## config.mk

```make
export PLATFORM = sky130hd
export DESIGN_NAME = ram_ws
export DESIGN_NICKNAME = d
export VERILOG_FILES = /design/src/rtl/ram_ws_pkg.sv /design/src/rtl/ram_array.sv /design/src/rtl/ram_ws.sv
export SDC_FILE = /design/constraint.sdc
export NUM_CORES = 2
export LEC_CHECK = 0
export ABC_CLOCK_PERIOD_IN_PS = 5050
export CORE_MARGIN = 2
export CORE_UTILIZATION = 65
export CTS_BUF_LIST = sky130_fd_sc_hd__clkbuf_4
export DETAILED_ROUTE_END_ITERATION = 10
export PLACE_DENSITY_LB_ADDON = 0.15
export SLEW_MARGIN = 20
export SYNTH_ARGS = -nofsm -noshare
export SYNTH_HDL_FRONTEND = slang
export SYNTH_SLANG_ARGS = --single-unit
```

## constraint.sdc

```tcl
create_clock -name Clk -period 5.05 [get_ports Clk]
set_input_delay 1.2625 -clock Clk [delete_from_list [all_inputs] [get_ports Clk]]
set_output_delay 1.2625 -clock Clk [all_outputs]
set_load 0.02 [all_outputs]
```

## src/rtl/ram_ws_pkg.sv

```systemverilog
// Shared types and default parameter values for the wait-state RAM.
package ram_ws_pkg;

  typedef enum logic {
    ST_IDLE = 1'b0,
    ST_WAIT = 1'b1
  } state_t;

  typedef enum logic {
    OP_RD = 1'b0,
    OP_WR = 1'b1
  } op_t;

  localparam int DEF_DATA_W = 8;
  localparam int DEF_ADDR_W = 8;
  localparam int DEF_WAIT   = 2;

endpackage

```

## src/rtl/ram_array.sv

```systemverilog
// Plain storage: synchronous write, combinational read, no reset so contents survive Rst.
module ram_array
  import ram_ws_pkg::*;
#(
  parameter int DATA_W = DEF_DATA_W,
  parameter int ADDR_W = DEF_ADDR_W
) (
  input  logic              Clk,
  input  logic              we,
  input  logic [ADDR_W-1:0] addr,
  input  logic [DATA_W-1:0] wdata,
  output logic [DATA_W-1:0] rdata
);

  logic [DATA_W-1:0] mem [2**ADDR_W];

  always_ff @(posedge Clk) begin
    if (we) mem[addr] <= wdata;
  end

  assign rdata = mem[addr];

endmodule

```

## src/rtl/ram_ws.sv

```systemverilog
// Single-port RAM with a programmable number of wait states and a
// request / busy / valid handshake.
//
//   state   | meaning
//   --------+----------------------------------------------------------
//   ST_IDLE | ready; rd/wr sampled, access captured on acceptance
//   ST_WAIT | access in flight; cnt counts wait cycles, commit at WAIT
module ram_ws
  import ram_ws_pkg::*;
#(
  parameter int DATA_W = DEF_DATA_W,
  parameter int ADDR_W = DEF_ADDR_W,
  parameter int WAIT   = DEF_WAIT
) (
  input  logic              Clk,
  input  logic              Rst,
  input  logic              rd,
  input  logic              wr,
  input  logic [ADDR_W-1:0] address,
  input  logic [DATA_W-1:0] wdata,
  output logic [DATA_W-1:0] data,
  output logic              valid,
  output logic              busy
);

  localparam int               CNT_W    = $clog2(WAIT + 1);
  localparam logic [CNT_W-1:0] CNT_ONE  = CNT_W'(1);
  localparam logic [CNT_W-1:0] CNT_LAST = CNT_W'(WAIT);

  state_t            state, state_nxt;
  logic [CNT_W-1:0]  cnt;
  logic [ADDR_W-1:0] addr_q;
  logic [DATA_W-1:0] wdata_q;
  op_t               op_q;
  logic              commit;
  logic              mem_we;
  logic [DATA_W-1:0] mem_rdata;

  assign commit = (state == ST_WAIT) && (cnt == CNT_LAST);
  // Gating with Rst keeps a write from landing on an edge where reset aborts it.
  assign mem_we = commit && (op_q == OP_WR) && !Rst;

  always_comb begin
    state_nxt = state;
    case (state)
      ST_IDLE: if (rd || wr) state_nxt = ST_WAIT;
      ST_WAIT: if (commit)   state_nxt = ST_IDLE;
    endcase
  end

  always_ff @(posedge Clk) begin
    if (Rst) begin
      state <= ST_IDLE;
      cnt   <= '0;
      data  <= '0;
      valid <= 1'b0;
      busy  <= 1'b0;
    end else begin
      state <= state_nxt;
      valid <= 1'b0;
      if (state == ST_IDLE) begin
        if (rd || wr) begin
          addr_q  <= address;
          wdata_q <= wdata;
          op_q    <= wr ? OP_WR : OP_RD;
          cnt     <= CNT_ONE;
          busy    <= 1'b1;
        end
      end else if (commit) begin
        if (op_q == OP_RD) data <= mem_rdata;
        valid <= 1'b1;
        busy  <= 1'b0;
        cnt   <= '0;
      end else begin
        cnt <= cnt + CNT_ONE;
      end
    end
  end

  ram_array #(
    .DATA_W(DATA_W),
    .ADDR_W(ADDR_W)
  ) u_ram_array (
    .Clk  (Clk),
    .we   (mem_we),
    .addr (addr_q),
    .wdata(wdata_q),
    .rdata(mem_rdata)
  );

endmodule

```

==> flow_metrics.tcl <==
set metrics [dict create \
    run_status "completed" \
    root_buffer "clkbuf_4" \
    timing.setup.tns_ns 0 \
    hpwlAfterDp_um 128900 \
    antenna_found_initial 7 \
    ys.flop_type "edfxtp_1" \
    grt_usage_pct 34.23 \
    cts_tree "yes" \
    synthArstFlopShare_pct 0 \
    grt_remaining_overflow 0 \
    end_kind "flip-flop" \
    worst_pin_slew_ns 1.287 \
    slowest_delay_ns 1.09 \
    synthTopCellsByCount "edfxtp_1, mux4_2, nor2_1" \
    worst_path_max_delay_cell "nor4_1" \
    pwr-share-seq_pct 56.9 \
    grt_max_degree 212 \
    crit_end "data[7]$_SDFFE_PP0P_" \
    path_class "flip-flop to flip-flop" \
    via_per_inst 6.853 \
    clock_path_buffers 4 \
    arrival_ns 6.04 \
    swShare_pct 22.29 \
    power_mw 33.27 \
    cp_num_buf_inv 2 \
    maxCapViolations 0 \
    htreeDepth 5 \
    ir_drop_v 0.0002985 \
    fin_crit_ns 4.789 \
    hold_viol_final 0 \
    min_path_cells 1 \
    pre_cts_slack_ns 0.4861 \
    reg2reg_to "data[7]$_SDFFE_PP0P_" \
    die_h_um 356.4 \
    cts-hold-fix-buffers 0 \
    start_kind "flip-flop" \
    drive_above_1_share_pct 30.40 \
    reg2regPathDepth 9 \
    skew_ns 0.1599 \
    cpLargestDelayFamily "simple AND/OR/NAND/NOR gates" \
    grt_pass1_vias 43660 \
    ys_ff_latch 2078 \
    die_x_um 356.4 \
    synth_top_area_share_pct 76.80 \
    rsz0062_at_grt "false" \
    drt_iter0_markers 6756 \
    dieArea_um2 127000 \
    cts_buffers 494 \
    p_sw_mw 7.416 \
    worst_slack_ns 0.2610 \
    syn_nets 3870 \
    synth_area_um2 80740 \
    timing.fmax_mhz 208.8 \
    hp-class "input port to flip-flop" \
    antenna_left 0 \
    p_int_mw 25.86 \
    finalSetupViolations 0 \
    insertion_delay_ns 1.42 \
    ys_top_cells_by_area "edfxtp_1, mux4_2, mux2i_1" \
    grt_pass1_wl_um 305100 \
    rows 129 \
    area.growth.synth_to_final_pct 10.94 \
    combinationalPowerShare_pct 4.3 \
    worstPathRequired_ns 6.30 \
    synth_cell_types 66 \
    p_per_area_nw_per_um2 371.5 \
    postCtsSetupBuffers 0 \
    synth_area_per_cell_um2 20.97 \
    synth_edf_count 2065 \
    nets 4359 \
    r2r_start "addr_q[0]$_DFFE_PP_" \
    fin_crit_sh_pct 94.83 \
    pin_count 30 \
    gp_congestion 0.9444 \
    seq_area_frac_synth_pct 77.12 \
    pwr-share-clk_pct 38.8 \
    crit_chain "buf_12 -> buf_12 -> mux4_2 -> mux2i_1 -> nor3_1 -> nor4_1 -> nand4_1 -> nor4_1 -> a211oi_1" \
    netlist_instances 3850 \
    wl_per_cell_um 33.49 \
    p_leak_nw 28.65 \
    core_um2 123500 \
    final_max_slew_viol_count 0 \
    slew_headroom_pct 13.42 \
    routed_wl_um 212800 \
    io_buffers 29 \
    cp_max_fo 33 \
    initial_utilization_pct 65.39 \
    cts.sinks 2078 \
    cp.depth 9 \
    cp-startpoint "addr_q[0]$_DFFE_PP_" \
    cts-resized-gates 0 \
    r2r_slack_ns 0.26 \
    ys.warnings.count 0 \
    synth_top_area_cell "edfxtp_1" \
    synth.most_common_cell "edfxtp_1" \
    vias 43550 \
    drcViolationCount 0 \
    clk_pin_slew_ns 0.07 \
    dr.pass1.iters 8 \
]
cells by family after synthesis:
family	Yosys count	synth area share [%]
buf+inv	238	1.774
flops	2078	77.12
compound gates	243	2.118
mux	632	15.56
simple gates	659	3.419
layout make-up:
type                       instances  area [um2]
tap                             1637        2048
timing repair buffer             224        2173
clock inverter                   163       681.9
antenna                           11       27.53
fill                            7172       33900
clock buffer                     701        5263
multi-input combinational       1534       17070
inverter                           7       33.78
sequential                      2078       62270
flip-flops by register name (all words and copies together), names as in the netlist:
| name | flops |
|---|---|
| addr_q | 8 |
| busy | 1 |
| cnt | 2 |
| data | 8 |
| op_q | 1 |
| state | 1 |
| u_ram_array.mem | 2048 |
| valid | 1 |
| wdata_q | 8 |
stage by stage:
stage,cell area (um2),cells,utilization [%],hold slack (ns)
6_report,89570,6355,72.54,0.4557
5_1_grt,89570,6353,72.54,0.3871
4_1_cts,89470,6341,72.46,0.3529
3_5_place_dp,83530,5477,67.65,0.4896
3_3_place_gp,83530,5477,67.65,0.4869
2_1_floorplan,80740,3850,-,0.5007
layout by cell type, fill, tap and decap left out, drive strengths merged, types with 3 or more instances in the layout:
master and n:
a22o 6, nand3 46, mux4 498, inv 12
mux2i 129, clkbuf 701, diode 11, nor4b 4
a211oi 12, dfxtp 13, and4b 3, a21oi 36
a32oi 41, buf 195, o311ai 7, clkinv 156
o221ai 4, and2 7, a31oi 17, o311a 3
nor4 7, a221oi 4, nor2b 13, edfxtp 2065
o21bai 4, nand2b 5, o31ai 3, clkdlybuf4s50 29
nand2 224, o21ai 28, nand4 7, o22ai 30
a22oi 32, nor2 304, mux2 5, nor3 26
o211ai 3
power by group through the flow:
stage          clock network, mW  registers (mW)  logic [mW]
5_1_grt                     14.0            18.9        1.48
6_report                    12.9            18.9        1.43
4_1_cts                     13.1            18.9        1.40
3_5_place_dp                   0            19.3        1.40
2_1_floorplan                  0            19.4       0.752
3_3_place_gp                   0            19.3        1.37
layer usage:
metal | part of all wire [%] | GRT usage (%) | vias to the layer above | routed length (um)
met5 | 0.036 | 0 | - | 77
met4 | 4.4 | 14.97 | 10 | 9329
met3 | 14 | 11.79 | 535 | 29590
met2 | 46 | 50.41 | 3547 | 98240
met1 | 36 | 47.46 | 22210 | 75590
li1 | - | - | 17250 | -
how the worst min path moves through the flow:
stage	start	to	slack (ns)
after floorplan	cnt[1]$_SDFFE_PP0P_	cnt[1]$_SDFFE_PP0P_	0.50
after global placement	busy$_SDFFE_PP0P_	busy$_SDFFE_PP0P_	0.49
after detailed placement	busy$_SDFFE_PP0P_	busy$_SDFFE_PP0P_	0.49
after CTS	address[6]	addr_q[6]$_DFFE_PP_	0.35
after global routing	address[6]	addr_q[6]$_DFFE_PP_	0.39
final	wdata[5]	wdata_q[5]$_DFFE_PP_	0.46
(Power assumes the default switching activity.)
